`config.mk`:
```
export PLATFORM = sky130hd
export DESIGN_NAME = alu_cmd_queue_flat
export DESIGN_NICKNAME = d
export VERILOG_FILES = /design/src/rtl/alu_pkg.sv /design/src/rtl/alu_cmd_queue_if.sv /design/src/rtl/alu_cmd_fifo.sv /design/src/rtl/alu_cmd_queue.sv /design/src/flat_wrapper.sv
export SDC_FILE = /design/constraint.sdc
export NUM_CORES = 1
export LEC_CHECK = 0
export CAP_MARGIN = 30
export CORE_UTILIZATION = 40
export CTS_BUF_LIST = sky130_fd_sc_hd__clkbuf_16
export DETAILED_ROUTE_END_ITERATION = 8
export PLACE_DENSITY = 0.71
export SLEW_MARGIN = 20
export SYNTH_ARGS = -nofsm -noshare
export SYNTH_HDL_FRONTEND = slang
export SYNTH_SLANG_ARGS = --single-unit
```
`constraint.sdc`:
```
create_clock -name clk -period 4.1 [get_ports clk]
set_clock_uncertainty 0.2 [all_clocks]
set_input_delay 0.615 -clock clk [delete_from_list [all_inputs] [get_ports clk]]
set_output_delay 0.615 -clock clk [all_outputs]
set_load 0.05 [all_outputs]
```
`src/rtl/alu_pkg.sv`:
```
// alu_cmd_queue shared types: default widths, FSM states, command bundle.
// Imported by the interface, the FIFO and the top level.
package alu_pkg;

  localparam int DEF_DEPTH = 4;
  localparam int DEF_D_W   = 4;
  localparam int DEF_SEL_W = 4;
  localparam int DEF_OP_W  = 16;

  typedef enum logic [1:0] {
    IDLE  = 2'd0,
    ISSUE = 2'd1,
    HOLD  = 2'd2
  } state_t;

  typedef struct packed {
    logic [DEF_D_W-1:0]   a;
    logic [DEF_D_W-1:0]   b;
    logic [DEF_SEL_W-1:0] sel;
  } cmd_t;

endpackage

```
`src/rtl/alu_cmd_queue_if.sv`:
```
// Command, alu and result buses of alu_cmd_queue.
// master = producer/alu/consumer side, slave = the queue.
interface alu_cmd_queue_if
  import alu_pkg::*;
#(
  parameter int D_W   = DEF_D_W,
  parameter int SEL_W = DEF_SEL_W,
  parameter int OP_W  = DEF_OP_W
);

  logic             cmd_valid;
  logic             cmd_ready;
  logic [D_W-1:0]   cmd_a;
  logic [D_W-1:0]   cmd_b;
  logic [SEL_W-1:0] cmd_sel;
  logic [D_W-1:0]   alu_a;
  logic [D_W-1:0]   alu_b;
  logic [SEL_W-1:0] alu_sel;
  logic [OP_W-1:0]  alu_op;
  logic             res_valid;
  logic             res_ready;
  logic [OP_W-1:0]  res_data;
  logic [SEL_W-1:0] res_sel;

  modport master (
    output cmd_valid, cmd_a, cmd_b, cmd_sel,
    output alu_op, res_ready,
    input  cmd_ready, alu_a, alu_b, alu_sel,
    input  res_valid, res_data, res_sel
  );

  modport slave (
    input  cmd_valid, cmd_a, cmd_b, cmd_sel,
    input  alu_op, res_ready,
    output cmd_ready, alu_a, alu_b, alu_sel,
    output res_valid, res_data, res_sel
  );

endinterface

```
`src/rtl/alu_cmd_fifo.sv`:
```
// Synchronous command FIFO; push gated by full, pop gated by empty.
// No read bypass: a push is visible at dout one cycle later.
module alu_cmd_fifo #(
  parameter int DEPTH = 4,
  parameter int W     = 12,
  localparam int AW   = $clog2(DEPTH),
  localparam int CW   = $clog2(DEPTH) + 1
) (
  input  logic          clk,
  input  logic          rst,
  input  logic          push,
  input  logic [W-1:0]  din,
  input  logic          pop,
  output logic [W-1:0]  dout,
  output logic          full,
  output logic          empty,
  output logic [CW-1:0] count
);

  logic [W-1:0]  mem [DEPTH];
  logic [AW-1:0] wp;
  logic [AW-1:0] rp;
  logic          do_push;
  logic          do_pop;

  assign full    = (count == CW'(DEPTH));
  assign empty   = (count == '0);
  assign do_push = push && !full;
  assign do_pop  = pop && !empty;
  assign dout    = mem[rp];

  // storage write, no reset needed
  always_ff @(posedge clk) begin
    if (do_push) mem[wp] <= din;
  end

  // pointers wrap modulo DEPTH, count tracks occupancy
  always_ff @(posedge clk or posedge rst) begin
    if (rst) begin
      wp    <= '0;
      rp    <= '0;
      count <= '0;
    end else begin
      if (do_push) wp <= wp + AW'(1);
      if (do_pop)  rp <= rp + AW'(1);
      unique case ({do_push, do_pop})
        2'b10:   count <= count + CW'(1);
        2'b01:   count <= count - CW'(1);
        default: count <= count;
      endcase
    end
  end

endmodule

```
`src/rtl/alu_cmd_queue.sv`:
```
// Queue + issue/hold FSM wrapping a combinational alu.
// ALU_DONE_CNT_EN enables the completed-result counter.
module alu_cmd_queue
  import alu_pkg::*;
#(
  parameter int DEPTH = DEF_DEPTH,
  parameter int D_W   = DEF_D_W,
  parameter int SEL_W = DEF_SEL_W,
  parameter int OP_W  = DEF_OP_W,
  localparam int CW   = $clog2(DEPTH) + 1
) (
  input  logic           clk,
  input  logic           rst,
  alu_cmd_queue_if.slave bus,
  output logic [CW-1:0]  count,
  output logic [15:0]    done_cnt
);

  state_t state;
  cmd_t   in_cmd;
  cmd_t   head;
  logic   full;
  logic   empty;
  logic   pop;

  assign in_cmd = {bus.cmd_a, bus.cmd_b, bus.cmd_sel};
  assign bus.cmd_ready = !full;

  assign pop = !empty &&
               ((state == IDLE) ||
                ((state == HOLD) && bus.res_ready));

  alu_cmd_fifo #(
    .DEPTH(DEPTH),
    .W    ($bits(cmd_t))
  ) u_fifo (
    .clk  (clk),
    .rst  (rst),
    .push (bus.cmd_valid),
    .din  (in_cmd),
    .pop  (pop),
    .dout (head),
    .full (full),
    .empty(empty),
    .count(count)
  );

  // issue head to the alu, capture its result, hold until taken
  always_ff @(posedge clk or posedge rst) begin
    if (rst) begin
      state         <= IDLE;
      bus.alu_a     <= '0;
      bus.alu_b     <= '0;
      bus.alu_sel   <= '0;
      bus.res_valid <= 1'b0;
      bus.res_data  <= '0;
      bus.res_sel   <= '0;
    end else begin
      unique case (state)
        IDLE: begin
          if (!empty) begin
            bus.alu_a   <= head.a;
            bus.alu_b   <= head.b;
            bus.alu_sel <= head.sel;
            state       <= ISSUE;
          end
        end
        ISSUE: begin
          bus.res_data  <= bus.alu_op;
          bus.res_sel   <= bus.alu_sel;
          bus.res_valid <= 1'b1;
          state         <= HOLD;
        end
        HOLD: begin
          if (bus.res_ready) begin
            bus.res_valid <= 1'b0;
            if (!empty) begin
              bus.alu_a   <= head.a;
              bus.alu_b   <= head.b;
              bus.alu_sel <= head.sel;
              state       <= ISSUE;
            end else begin
              state <= IDLE;
            end
          end
        end
        default: state <= IDLE;
      endcase
    end
  end

`ifdef ALU_DONE_CNT_EN
  logic [15:0] done_q;

  // count result handshakes, wrapping at 16 bits
  always_ff @(posedge clk or posedge rst) begin
    if (rst) begin
      done_q <= '0;
    end else if (bus.res_valid && bus.res_ready) begin
      done_q <= done_q + 16'd1;
    end
  end

  assign done_cnt = done_q;
`else
  assign done_cnt = '0;
`endif

endmodule
```
`src/flat_wrapper.sv`:
```
// flat-port wrapper written by rule: the top's interface ports become plain ports
module alu_cmd_queue_flat import alu_pkg::*;
#(
  parameter int DEPTH = DEF_DEPTH,
  parameter int D_W   = DEF_D_W,
  parameter int SEL_W = DEF_SEL_W,
  parameter int OP_W  = DEF_OP_W,
  localparam int CW   = $clog2(DEPTH) + 1
)
  (clk, rst, count, done_cnt, bus_cmd_valid, bus_cmd_a, bus_cmd_b, bus_cmd_sel, bus_alu_op, bus_res_ready, bus_cmd_ready, bus_alu_a, bus_alu_b, bus_alu_sel, bus_res_valid, bus_res_data, bus_res_sel);
  alu_cmd_queue_if #(.D_W(D_W), .SEL_W(SEL_W), .OP_W(OP_W)) bus_i ();
  input  logic clk;
  input  logic rst;
  output logic [CW-1:0] count;
  output logic [15:0] done_cnt;
  input wire logic [$bits(bus_i.cmd_valid)-1:0] bus_cmd_valid;
  input wire logic [$bits(bus_i.cmd_a)-1:0] bus_cmd_a;
  input wire logic [$bits(bus_i.cmd_b)-1:0] bus_cmd_b;
  input wire logic [$bits(bus_i.cmd_sel)-1:0] bus_cmd_sel;
  input wire logic [$bits(bus_i.alu_op)-1:0] bus_alu_op;
  input wire logic [$bits(bus_i.res_ready)-1:0] bus_res_ready;
  output wire logic [$bits(bus_i.cmd_ready)-1:0] bus_cmd_ready;
  output wire logic [$bits(bus_i.alu_a)-1:0] bus_alu_a;
  output wire logic [$bits(bus_i.alu_b)-1:0] bus_alu_b;
  output wire logic [$bits(bus_i.alu_sel)-1:0] bus_alu_sel;
  output wire logic [$bits(bus_i.res_valid)-1:0] bus_res_valid;
  output wire logic [$bits(bus_i.res_data)-1:0] bus_res_data;
  output wire logic [$bits(bus_i.res_sel)-1:0] bus_res_sel;
  assign bus_i.cmd_valid = bus_cmd_valid;
  assign bus_i.cmd_a = bus_cmd_a;
  assign bus_i.cmd_b = bus_cmd_b;
  assign bus_i.cmd_sel = bus_cmd_sel;
  assign bus_i.alu_op = bus_alu_op;
  assign bus_i.res_ready = bus_res_ready;
  assign bus_cmd_ready = bus_i.cmd_ready;
  assign bus_alu_a = bus_i.alu_a;
  assign bus_alu_b = bus_i.alu_b;
  assign bus_alu_sel = bus_i.alu_sel;
  assign bus_res_valid = bus_i.res_valid;
  assign bus_res_data = bus_i.res_data;
  assign bus_res_sel = bus_i.res_sel;
  alu_cmd_queue #(.DEPTH(DEPTH), .D_W(D_W), .SEL_W(SEL_W), .OP_W(OP_W)) u_core (.clk(clk), .rst(rst), .bus(bus_i), .count(count), .done_cnt(done_cnt));
endmodule
```
==> flow_summary.toml <==
[run_status]
status = "complete, no violations"

[cells_and_area]
regArea_sq_um = 2492
nFillCells = 721
fin_cells = 384
syn_to_final_growth_pct = 28.54
num_antenna_cells = 0
layout.nets = 309
drive_above_1_share = 0.2283
stdcell_area_sq_um = 4695
multi_input_area_sq_um = 1011

[clock_tree]
cts_max_path_buffers = 2
cts_setup_buffers = 0
clk_pin_slew_ns = 0.06
numClockSinks = 90
cts_buffers = 9
insertion_delay_ns = 0.33
cts-resized-gates = 0
cts_root_buffer = "clkbuf_16"
ctsHoldBuffers = 0
htree_levels = 3
cts_tree = "built"

[setup_path]
end_kind = "primary output"
reg2reg_slack_ns = 1.69
critical_path.cell_chain = "or3b_4, clkdlybuf4s50_1"
critPathArrivalTime_ns = 1.93
crit-reg2reg-launch = "u_core.u_fifo.count[0]"
rr_worst_depth = 9
cp-startpoint = "u_core.u_fifo.count[0]"
start_kind = "flop"
r2r_end = "u_core.u_fifo.count[2]"
crit_required_ns = 3.28
critPathKind = "reg -> out"
path_delay_family = "buffers and inverters"
cp_num_buf_inv = 1
slowest_delay_ns = 0.71
crit_fanout = 6
cpMaxStageDelayCell = "clkdlybuf4s50_1"

[grt]
grt_pass1_wl_mm = 9.632
grt_usage = 0.1351
grt_antenna_before_repair = 0
grt_pass1_vias = 1854
grt_max_degree = 43
globalRouteOverflowTotal = 0

[sta]
hold_viol = 0
slew_headroom = 0.4430
slew_viol_final = 0
tns_ns = 0
finalSetupViolCount = 0
grt_setup_unrepaired = "no"
tightest_slew_ns = 0.8328
finalCriticalPeriod_ns = 2.747
clock.fmax_ghz = 0.3640
period_share = 0.6700
layout_setup_ws_ns = 1.353

[drt]
ant_nets = 0
finalWirelength_mm = 5.853
route.detailed.drc = 0
drtIter0Drc = 43
dr.pass1.iters = 4
detail_route.wl_per_cell_um = 15.24
vias_per_cell = 4.740
dr_total_vias = 1820

[placement]
gp_congestion = 0.6878
dp.cells = 367
placed_cell_area_sq_um = 4368
dp_hpwl_mm = 3.775
dp_slack_ns = 1.390
io_buffers = 68

[synth]
yosysSeqAreaShare = 0.6824
syn_avg_cell_area_sq_um = 18.54
synthSimpleGateAreaFrac = 0.02809
synthXorXnorAreaFrac = 0.01439
synthTopCellsByArea = "edfxtp_1 39%, dfrtp_1 29%, mux2_2 6.2%, mux4_2 6.2%, mux2_4 3.7%"
synthAdderAreaFrac = 0.02261
synth_top_area_frac = 0.3947
ys_warn_count = 0
ys_types = 30
synth-compound-area-share = 0.004796
syn_area_sq_um = 3652
synth_cells = 197
synth_seq_cells = 90
synth_top_family_by_area = "multiplexers"
yosys.area.top_type = "edfxtp_1"
synthMuxAreaShare = 0.1898

[die]
initial_core_util = 0.4168
fp.dieW_um = 97.56
core_area_sq_um = 8763
rows = 34
die_area_sq_um = 9517
fp.dieH_um = 97.56
pin_count = 85

[hold_path]
hold_end = "u_core.bus.res_data[7]"
hold_class = "reg -> reg"
min_delay_path_depth = 1
hold_path_startpoint = "u_core.bus.res_data[7]"

[power_and_ir_drop]
vdd_drop_max_mv = 0.3334
leakage_nw = 1.848
power_w = 0.004290
p_per_area_nw_per_um2 = 913.8

[flow_run]
maxCapViolCount = 0
-- state kept, by name, indices dropped and copies added, names as in the netlist --
name                  count
u_core.u_fifo.wp          2
u_core.bus.res_valid      1
u_core.bus.alu_a          4
u_core.state              2
u_core.bus.res_sel        4
u_core.u_fifo.count       3
u_core.bus.res_data      16
u_core.bus.alu_b          4
u_core.u_fifo.rp          2
u_core.u_fifo.mem        48
u_core.bus.alu_sel        4
-- placed cells by master, fill, tap and decap left out, types with 2 or more instances in the layout --
cell and count:
clkdlybuf4s50_1 68, clkbuf_16 11, clkinv_2 2, ha_1 5, dfrtp_1 42, mux4_1 2, inv_2 2, xor2_1 4
mux4_2 10, and3_1 4, mux2_2 20, mux2_4 9, a21oi_1 2, conb_1 16, xnor2_1 2, mux2_1 4
edfxtp_1 48, inv_1 8, inv_6 2
-- per-layer routing --
| metal | wire [um] | vias up | global-route usage |
|---|---|---|---|
| met4 | 78 | 0 | 0.04751 |
| met3 | 315 | 9 | 0.04676 |
| li1 | - | 843 | - |
| met1 | 2488 | 909 | 0.1717 |
| met5 | 0 | - | 0 |
| met2 | 2970 | 59 | 0.2152 |
-- synth_stat cells, drive strengths merged --
master and instances:
dfrtp 42, conb 1, nor4b 1, ha 5, a21oi 2, and2 1
mux2i 1, mux2 33, nor2 2, mux4 12, fa 1, xor2 4
xnor2 2, or3b 1, nand2 1, nor3 3, a21o 1, inv 9
edfxtp 48, and3 4, buf 22, nor2b 1
-- final cells by class --
class | instances | share of cell area
Clock inverter | 5 | 0.006663
Inverter | 9 | 0.007196
Timing Repair Buffer | 70 | 0.1525
Tap cell | 108 | 0.02878
Clock buffer | 11 | 0.05864
Multi-Input combinational cell | 91 | 0.2154
Sequential cell | 90 | 0.5309
-- power by group --
part,total (W),switching (W),internal [W]
combinational,0.00197,0.00112,0.000850
sequential,0.00151,0.000220,0.00129
clock,0.000817,0.000332,0.000485
-- per-stage QoR --
| stage | util | hold WS (ns) |
|---|---|---|
| after CTS | 0.5334 | 0.2902 |
| final | 0.5357 | 0.2842 |
| after floorplan | - | 0.2561 |
| after global routing | 0.5357 | 0.2999 |
| after global placement | 0.4967 | 0.2656 |
| after detailed placement | 0.4984 | 0.2760 |
-- cell families (layout without fill, tap and decap cells) --
group,Yosys count,in the layout
DFF,90,90
muxes,46,46
buffers and inverters,31,95
and+or+nand+nor,14,14
adders and majority gates,6,6
xor gates and xnor gates,6,6
AOI/OAI and AO/OA,3,3
other,1,16
-- worst max path at each step --
| stage | end | depth (start not counted) |
|---|---|---|
| final | bus_cmd_ready | 2 |
| after global routing | bus_cmd_ready | 2 |
| after CTS | bus_cmd_ready | 2 |
| after detailed placement | u_core.u_fifo.count[2] | 9 |
| after global placement | u_core.u_fifo.count[2] | 9 |
| after floorplan | u_core.u_fifo.count[2] | 9 |
(Power assumes the default switching activity.)
